`src/rtl/fp_mul_arbiter.sv`:
```
// Round-robin sharing of one AXI-Stream FP multiplier between NREQ requesters.
// Each issued operation pushes its requester tag into an in-order FIFO; results are steered back by the head tag.
module fp_mul_arbiter #(
  parameter int NREQ      = 2,
  parameter int TAG_DEPTH = 8
) (
  input  logic                          aclk,
  input  logic                          rst,
  input  logic [NREQ-1:0]               req_valid,
  output logic [NREQ-1:0]               req_ready,
  input  logic [32*NREQ-1:0]            req_a,
  input  logic [32*NREQ-1:0]            req_b,
  output logic [NREQ-1:0]               rsp_valid,
  input  logic [NREQ-1:0]               rsp_ready,
  output logic [31:0]                   rsp_data,
  output logic                          mul_a_tvalid,
  input  logic                          mul_a_tready,
  output logic [31:0]                   mul_a_tdata,
  output logic                          mul_b_tvalid,
  input  logic                          mul_b_tready,
  output logic [31:0]                   mul_b_tdata,
  input  logic                          mul_res_tvalid,
  output logic                          mul_res_tready,
  input  logic [31:0]                   mul_res_tdata,
  output logic [$clog2(TAG_DEPTH):0]    outstanding,
  output logic                          err_orphan
);

  localparam int DATA_W = 32;
  localparam int PW     = $clog2(TAG_DEPTH);
  localparam int CW     = PW + 1;
  localparam int GW     = $clog2(NREQ);

  localparam logic [0:0] S_ARB   = 1'b0;
  localparam logic [0:0] S_ISSUE = 1'b1;

  logic [0:0]        state;
  logic [GW-1:0]     last_grant;
  logic [GW-1:0]     winner;
  logic [GW-1:0]     cand;
  logic [GW-1:0]     head_tag;
  logic              found;
  logic              grant;
  logic              a_done;
  logic              b_done;
  logic              a_hs;
  logic              b_hs;
  logic              empty;
  logic              pop;
  logic [PW-1:0]     wr_ptr;
  logic [PW-1:0]     rd_ptr;
  logic [DATA_W-1:0] a_reg;
  logic [DATA_W-1:0] b_reg;
  logic [GW-1:0]     tag_mem [TAG_DEPTH];

  // Round-robin scan starting just after the previous winner
  always_comb begin
    found  = 1'b0;
    winner = '0;
    cand   = '0;
    for (int k = 1; k <= NREQ; k++) begin
      cand = GW'((int'(last_grant) + k) % NREQ);
      if (!found && req_valid[cand]) begin
        found  = 1'b1;
        winner = cand;
      end
    end
  end

  assign grant = (state == S_ARB) && found && (outstanding < CW'(TAG_DEPTH));

  always_comb begin
    req_ready = '0;
    for (int i = 0; i < NREQ; i++) begin
      req_ready[i] = grant && (winner == GW'(i));
    end
  end

  assign mul_a_tvalid = (state == S_ISSUE) && !a_done;
  assign mul_b_tvalid = (state == S_ISSUE) && !b_done;
  assign mul_a_tdata  = mul_a_tvalid ? a_reg : '0;
  assign mul_b_tdata  = mul_b_tvalid ? b_reg : '0;
  assign a_hs         = mul_a_tvalid && mul_a_tready;
  assign b_hs         = mul_b_tvalid && mul_b_tready;

  // Result steering: an empty FIFO means nobody owns the result, so it is swallowed
  assign empty    = (outstanding == '0);
  assign head_tag = tag_mem[rd_ptr];
  assign rsp_data = mul_res_tdata;

  always_comb begin
    rsp_valid = '0;
    for (int i = 0; i < NREQ; i++) begin
      rsp_valid[i] = !empty && mul_res_tvalid && (head_tag == GW'(i));
    end
  end

  assign mul_res_tready = empty ? mul_res_tvalid : rsp_ready[head_tag];
  assign pop            = !empty && mul_res_tvalid && mul_res_tready;

  always_ff @(posedge aclk) begin
    if (rst) begin
      state       <= S_ARB;
      last_grant  <= GW'(NREQ - 1);
      a_done      <= 1'b0;
      b_done      <= 1'b0;
      wr_ptr      <= '0;
      rd_ptr      <= '0;
      outstanding <= '0;
      err_orphan  <= 1'b0;
    end else begin
      case (state)
        S_ARB: begin
          if (grant) begin
            state      <= S_ISSUE;
            last_grant <= winner;
            a_done     <= 1'b0;
            b_done     <= 1'b0;
          end
        end
        default: begin
          a_done <= a_done || a_hs;
          b_done <= b_done || b_hs;
          if ((a_done || a_hs) && (b_done || b_hs)) begin
            state <= S_ARB;
          end
        end
      endcase

      if (grant) begin
        wr_ptr <= wr_ptr + PW'(1);
      end
      if (pop) begin
        rd_ptr <= rd_ptr + PW'(1);
      end
      case ({grant, pop})
        2'b10:   outstanding <= outstanding + CW'(1);
        2'b01:   outstanding <= outstanding - CW'(1);
        default: outstanding <= outstanding;
      endcase

      if (empty && mul_res_tvalid) begin
        err_orphan <= 1'b1;
      end
    end
  end

  always_ff @(posedge aclk) begin
    if (grant) begin
      a_reg            <= req_a[int'(winner)*DATA_W +: DATA_W];
      b_reg            <= req_b[int'(winner)*DATA_W +: DATA_W];
      tag_mem[wr_ptr]  <= winner;
    end
  end

endmodule

```
`config.mk`:
```
export PLATFORM = sky130hd
export DESIGN_NAME = fp_mul_arbiter
export DESIGN_NICKNAME = d
export VERILOG_FILES = /design/src/rtl/fp_mul_arbiter.sv
export SDC_FILE = /design/constraint.sdc
export NUM_CORES = 1
export LEC_CHECK = 0
export CAP_MARGIN = 20
export CORE_UTILIZATION = 41
export DETAILED_ROUTE_END_ITERATION = 10
export PLACE_DENSITY = 0.94
export REMOVE_ABC_BUFFERS = 1
export SYNTH_ARGS = -nofsm -noshare
export SYNTH_HDL_FRONTEND = slang
export SYNTH_SLANG_ARGS = --single-unit
```
`constraint.sdc`:
```
create_clock -name aclk -period 4.2 [get_ports aclk]
set_input_delay 1.05 -clock aclk [delete_from_list [all_inputs] [get_ports aclk]]
set_output_delay 1.05 -clock aclk [all_outputs]
set_load 0.01 [all_outputs]
```
Yosys cells after proc, flatten, opt, wreduce, memory -nomap -nowiden
Memories as Yosys holds them, arrays and structs flattened. A register that Yosys moved wholly into a read port is not among the register bits.
Cells that the tools add are included.

word-level totals
  register bits after elaboration = 79
  RAM bits = 8
  logic and storage cells = 76
  memories = 1

memory list
  memory   depth  bits a word  rd ports  clocked after Yosys merged registers in  write ports  line  RTL
  tag_mem  8      1            1         1                                        1            54    logic [GW-1:0] tag_mem [TAG_DEPTH];

operators by class
  $add $sub $neg = 6
  magnitude comparators = 4
  equal/unequal tests = 2
  shift-type cells = 2
  multiplexer cells = 23
  bitwise logic cells = 3
  reductions and logical operators = 25

operators by type and width
  cell                 number
  $shiftx 64x7->32     2
  $mux 32              2
  $mux 1               18
  $logic_and 1x1->1    15
  $pmux 4 s2           1
  $add 3x1->3 const B  2
  $lt 1x2->1 const B   3
  $mux 3               2
  $add 4x1->4 const B  1
  $logic_not 1->1      4
  $logic_not 4->1      1
  $lt 4x4->1 const B   1
  $reduce_bool 2->1    2
  $sub 4x1->4 const B  1
  $not 1->1            3
  $add 1x1->1 const B  2
  $eq 2x1->1 const B   1
  $eq 2x2->1 const B   1
  $logic_or 1x1->1     2
  $reduce_and 2->1     1

Logic depth before layout (Yosys ltp)
  depth after elaboration = 11
  gate-level depth with buffers = 10
  gate-level depth less buffers = 10

Worst setup path before layout
OpenSTA, ideal clock, no wires.

  path kind = input to output
  start = input req_valid[1]
  end = output req_ready[0]
  arrival = 1.856 ns
  required time = 3.150 ns
  setup slack = 1.294 ns
  stages on the path = 3
  path buffers = 1
  path through = a21boi_1 > clkbuf_1 > nor2_1

RTL lines
  element                                    line  RTL
  start, declared                            9     input logic [NREQ-1:0] req_valid,
  $mux 1 (not written as such) (2 in a row)  63    if (!found && req_valid[cand]) begin
  $mux 1                                     63
  $logic_not 1->1                            63
  $logic_and 1x1->1                          63
  $mux 1 (*)                                 63
  named net winner                           39    logic [GW-1:0] winner;
  $not 1->1 (*)                              75    req_ready[i] = grant && (winner == GW'(i));
  $logic_and 1x1->1 (*)                      75
  end, declared                              10    output logic [NREQ-1:0] req_ready,

The timed path passes the listed nets; every way through them passes the cells marked *. The select of a mux whose other input is x is not followed.

Final worst setup path
  start = input req_valid[1]
  end = output req_ready[1]

on the way
  word-level cells in the longest chain between the ends = 9

RTL lines
  element                                    line  RTL
  $mux 1 (not written as such) (2 in a row)  63
  $mux 1                                     63
  $logic_not 1->1                            63
  $logic_and 1x1->1                          63
  $mux 1                                     63
  $logic_and 1x1->1 (2 in a row)             70    assign grant = (state == S_ARB) && found && (outstanding < CW'(TAG_DEPTH));
  $logic_and 1x1->1 (*)                      75

Every way passes the cells marked *; elsewhere a longest branch is shown, timed or not. The select of a mux whose other input is x is not followed.

==> key figures <==
GRT
  – Initial antenna violation count: 0
  – M1 GR Usage: between 20% and 30%
  – Grt met3 use: about a tenth
  – Vias in the first global route: 3,348
  – Routing usage on met2: 32.90%
  – All-Layer GR Usage: about a fifth
  – Pin count of the biggest net entering global routing: 39
  – First-pass GRT wire length: between 15,000 and 20,000 µm
  – Busiest grt layer: met2
  – Gr ovfl total: 0

Die
  – Die width: roughly 110 µm
  – Core Area: between 10,000 and 15,000 µm²
  – Io pins: 277
  – Row cnt: 38
  – Starting Density: between 40 and 50%
  – Total die area: 11,480 µm²
  – Die Y-Extent: between 100 and 150 µm

Route
  – Initial DRC Count: 221
  – Via Count: approximately 3.3k
  – Drt total wl: between 10,000 and 15,000 µm
  – Routed Antenna Nets: 0
  – Via-per-instance ratio: between 4 and 5
  – DR DRC count: 0
  – Routed len/inst: 16.79 µm
  – First-pass DRT Iterations: 6

CTS
  – Clk root buf: clkbuf_8
  – Clock transition at path regs: around 80 ps
  – H-tree depth: 3
  – Max Root-Sink Buffers: 2
  – CTS tree: done
  – Num CTS Buffers: 9
  – Resized Gates After CTS: 0
  – Post-CTS Setup Bufs: 0
  – Clock sink total: 90
  – Hold-fix buffers, CTS: 0
  – Clock Latency Late Sink: between 300 and 400 ps

Timing
  – Fmax: about 280 MHz
  – Period utilization: between 80% and 90%
  – Final Setup Violations: 0
  – Headroom to the max-slew limit: just under 30%
  – Pins Over Slew Limit: 0
  – Final min period: 3525 ps
  – Count of final hold-check violations: 0
  – Worst Skew: between 8 and 9 ps
  – Least-Margin Pin Slew: around 1000 ps
  – Setup TNS: 0 ps
  – RSZ-0062 raised after global routing: no

Synth
  – Share of flip-flops with an asynchronous set or reset: 0%
  – Top_reg_cell synth: edfxtp_1
  – Yosys Warn Count: 0
  – Synth Cell Area: roughly 4500 µm²
  – Syn Area/Cell: approximately 13 µm²
  – Synthesized flop and latch total: 90
  – Sequential fraction of the synthesis area: 55.64%
  – Syn Inst Count: 350
  – Netlist cell types: 37
  – EDFF count, synth: 72

Place
  – Gpl congestion: roughly 0.73
  – Inst Count DP: between 600 and 700
  – PortBufs: around 210
  – Dpl hpwl: 8727 µm

Worst setup path
  – Nature of the critical path startpoint: input pin
  – Worst EP required: ~3200 ps
  – CP Capture Type: primary output
  – Crit path max fanout: 4
  – Worst setup path class: input pin to primary output
  – Arrival time worst endpoint: 2470 ps

Job
  – Maxcap violations: 0

Pwr
  – Clock power frac: 21.6%
  – Reg power frac: between 40 and 50%
  – LEAKAGE: around 2.4 nW
  – Power, Total: between 2 and 3 mW
  – P_int: 1.938 mW
  – Switching share of power: between 20% and 30%
  – VDD IR max: ~0.19 mV
  – Logic pwr share: 33.3%
  – Net Switching: approximately 0.73 mW
  – PD cells: 392.1 nW/µm²

Finish
  – Net count reported at finish: just over 700
  – Fill cells: roughly 790
  – Diodes inserted: 0
  – Final core utilization: 63.00%
  – Share of layout cells above drive strength 1: about 18%
  – Synthesis-to-layout area growth: 49.99%
  – Fin cells: approximately 680

Status
  – Outcome: finished, final reports clean

Worst hold path
  – Hold Path Class: register to register
==> synth_stat cells, types with 3 or more instances <==
cell type	count	share of area (%)
xor2_1	4	0.77
nor3_1	7	0.77
dfxtp_1	18	7.9
nand3b_1	3	0.50
buf_4	32	5.3
buf_2	3	0.33
nor2b_1	3	0.41
a21oi_1	7	0.77
nand2_1	8	0.66
nand2b_1	3	0.41
edfxtp_1	72	48
nor2_1	15	1.2
and2_1	65	9.0
mux2_2	65	16
mux2i_1	3	0.66
ha_1	5	1.4
clkbuf_1	12	0.99
==> layout make-up <==
cell class	instances	area (µm²)	share of cell area, %
Sequential cell	90	2522	37.10
Inverter	2	7.507	0.1104
Tap cell	140	175.2	2.576
Clock buffer	11	141.4	2.080
Timing Repair Buffer	218	2180	32.06
Multi-Input combinational cell	211	1719	25.29
Clock inverter	5	53.80	0.7913
==> logic make-up (layout without fill, tap and decap cells) <==
kind of cell / count (synthesis) / after routing / share of synthesized area (%)
AO/OA/AOI/OAI: 18 / 18 / 2.429
XOR/XNOR: 6 / 6 / 1.159
adder cells (fa/ha/maj): 5 / 5 / 1.380
buffers and inverters: 49 / 236 / 6.790
flip-flops: 90 / 90 / 55.64
multiplexers: 72 / 72 / 18.77
AND/OR/NAND/NOR: 110 / 110 / 13.83
==> power groups by stage <==
stage / combinational, mW / clock, mW / sequential [mW]
after floorplan: 0.431 / 0 / 1.21
after global placement: 0.861 / 0 / 1.22
after detailed placement: 0.890 / 0 / 1.22
after CTS: 0.895 / 0.597 / 1.21
after global routing: 0.961 / 0.625 / 1.22
final: 0.888 / 0.575 / 1.20
==> routing by layer <==
layer  vias up  share of wire, %
met3        20                11
met1      1523                37
li1       1564                 -
met5         -                 0
met2       189                50
met4         0               1.7
==> per-stage QoR <==
stage | instance area [µm²] | hold WS, ps | setup slack (ps)
after floorplan | 4233 | 435.5 | -1649
after global placement | 6604 | 459.8 | 742.5
after global routing | 6799 | 526.2 | 500.5
after CTS | 6799 | 494.0 | 684.6
final | 6799 | 496.2 | 675.2
after detailed placement | 6604 | 471.8 | 584.3
==> path summary, 6_finish.rpt <==
| path | from | endpoint | slack [ps] | cells after the start |
|---|---|---|---|---|
| setup / recovery | req_valid[1] | req_ready[1] | 680 | 4 |
| hold / removal | err_orphan | err_orphan | 500 | 2 |
| setup reg to reg | register | outstanding[2] | 980 | 10 |
| hold reg to reg | err_orphan | err_orphan | 500 | 2 |
==> placed cells by master, fill, tap and decap left out, types with 2 or more instances in the layout <==
master	count
buf_4	5
clkbuf_8	10
a21o_1	2
o21ai_0	2
ha_1	5
dfxtp_1	18
a21oi_1	7
xor2_1	4
nor2b_2	3
and2_1	65
nor4_1	2
clkinvlp_4	2
edfxtp_1	72
clkdlybuf4s50_1	212
mux2_2	65
xnor2_1	2
nor3_1	7
mux2i_1	3
nand2b_1	3
mux4_1	2
nor2_1	15
nand3b_1	3
nand2_1	8
==> worst max-delay path, stage by stage <==
cell	delay, ps
clkdlybuf4s50_1	490
a21boi_4	210
and2_1	170
clkdlybuf4s50_1	550
Power figures use the tool's default switching activity.
==> patch, RTL diff (config.mk and constraints unchanged) <==
Put one more register stage on the output `err_orphan`, without a reset. The value now appears one clock later. The other outputs are not delayed to match.
--- a/src/rtl/fp_mul_arbiter.sv
+++ b/src/rtl/fp_mul_arbiter.sv
@@ -33,6 +33,8 @@
 
   localparam logic [0:0] S_ARB   = 1'b0;
   localparam logic [0:0] S_ISSUE = 1'b1;
+
+  logic err_orphan_s0;
 
   logic [0:0]        state;
   logic [GW-1:0]     last_grant;
@@ -107,7 +109,7 @@
       wr_ptr      <= '0;
       rd_ptr      <= '0;
       outstanding <= '0;
-      err_orphan  <= 1'b0;
+      err_orphan_s0 <= 1'b0;
     end else begin
       case (state)
         S_ARB: begin
@@ -140,7 +142,7 @@
       endcase
 
       if (empty && mul_res_tvalid) begin
-        err_orphan <= 1'b1;
+        err_orphan_s0 <= 1'b1;
       end
     end
   end
@@ -153,5 +155,9 @@
     end
   end
 
+  always_ff @(posedge aclk) begin
+    err_orphan <= err_orphan_s0;
+  end
+
 endmodule
 
Function: changed (a bounded check fails within 4 cycles, from zero or initial values and one cycle with rst high).
==> patch against the unedited design <==
  * Combinational power fell by 0.7%
  * Final area grew 0.53%
  * Synthesized area grew 0.44%
  * Hold slack worse by 0.13 ns
  * Wire length grew 2.2%
  * Total power rose by 3.2%
  * Sequential cell count grew 1
  * Setup slack lost 0.034 ns
  * Fmax decreased by 0.97%
  * Final cell count grew 0.15%
  * Die area increased by 0.43%
  * Sequential share of layout area is 0.096 points higher
  * Highest routed layer unchanged
==> patch: results <==
[cts]
clock_path_buffers = 2
clkTransAtPathRegs_ns = 0.09
root_buffer = "clkbuf_8"
post-cts-setup-buffers = 0
clk_latency_ns = 0.35
h-tree-depth = 3

[setup_path]
r2r_end = "outstanding[2]"
crit_family = "buffers and inverters"
slowest_delay_ns = 0.57
reg2reg_depth = 10
crit_slowest_cell = "clkdlybuf4s50_1"
critical_path_arrival_ns = 2.51
cp_max_fo = 4
regToRegSetupSlack_ns = 0.98

[route]
wl_um = 11600
drt_iter0_drc = 198
via_per_inst = 4.96
wl_met3_um = 1350
vias = 3365
drt-met1-wl_um = 4330
met2_length_um = 5670
firstDrtPassIters = 4

[timing]
skew_ns = 0.00913
hold-worst-slack_ns = 0.361
slew_headroom_pct = 32.9

[placed_design]
pre_cts_ws_ns = 0.594
dp_hpwl_um = 8920
place_congestion = 0.784
place_area_um2 = 6610
dp_cells = 662

[finish]
nFillCells = 853
drive_gt1_share_pct = 17.8
nNetsFinal = 707

[floorplanning]
core_area_um2 = 10800

[hold_path]
worstHoldPathType = "flip-flop to flip-flop"
hold_depth = 0
min_from = "err_orphan_s0"
hold_path_end = "err_orphan"

[synth]
synthCells = 351
async_reset_ff_share_pct = 0
ys_types = 37
synth-seq-area-share_pct = 55.8
synthTopCellsByArea = "edfxtp_1 (47%), mux2_2 (16%), and2_1 (8.9%), dfxtp_1 (8.4%), buf_4 (5.3%)"
synth_commonest_cells = "edfxtp_1 (72), and2_1 (65), mux2_2 (65)"

[grt]
use_met3_pct = 9.50
met2_usage_pct = 33.1
grt_pass1_wl_um = 16800
use_met1_pct = 21.3
grt_use_total_pct = 19.9
grt_max_degree = 48
antenna_found_initial = 0

[power]
max-vdd-ir-drop_mv = 0.175
p_leak_nw = 2.46

[status]
status = "finished clean"
[patch: changes by cell type after synthesis]
cell,before,now
dfxtp_1,18,19
[patch: logic make-up (layout without fill, tap and decap cells)]
family | after synthesis | after routing | synth area share, %
fa+ha+maj | 5 | 5 | 1.37
flops | 91 | 91 | 55.8
buf+inv | 49 | 236 | 6.76
simple gates | 110 | 110 | 13.8
mux | 72 | 72 | 18.7
compound gates | 18 | 18 | 2.42
xor+xnor | 6 | 6 | 1.15
[patch: final cells by class]
| cell class | instances | area (um2) | area share [%] |
|---|---|---|---|
| Sequential cell | 91 | 2540 | 37.2 |
| Clock inverter | 6 | 86.3 | 1.26 |
| Tap cell | 140 | 175 | 2.56 |
| Timing Repair Buffer | 218 | 2170 | 31.7 |
| Clock buffer | 10 | 138 | 2.01 |
| Multi-Input combinational cell | 211 | 1720 | 25.2 |
| Inverter | 2 | 7.51 | 0.110 |
[patch: worst reg2reg max path, stage by stage (launching register included)]
cell and delay, ns:
dfxtp_1 0.36, mux4_1 0.61, mux2i_4 0.26, mux2i_2 0.48, ha_1 0.37, xor2_1 0.11
ha_1 0.19, a21oi_1 0.17, xor2_1 0.11, or3_1 0.33, a21oi_1 0.15
[patch: worst max path at each step]
stage	startpoint	to	slack [ns]	depth (start not counted)
floorplan	req_valid[1]	req_ready[1]	-1.65	2
global placement	req_valid[0]	req_ready[0]	0.68	5
detailed placement	mul_res_tvalid	outstanding[2]	0.59	10
CTS	state	mul_b_tdata[8]	0.65	3
global route	state	mul_b_tdata[8]	0.50	3
finish	req_valid[1]	req_ready[1]	0.64	4
[patch: where the power goes]
| part | switching (mW) | total [mW] | internal [mW] |
|---|---|---|---|
| Sequential | 0.0660 | 1.22 | 1.15 |
| Clock | 0.300 | 0.652 | 0.351 |
| Combinational | 0.376 | 0.882 | 0.507 |
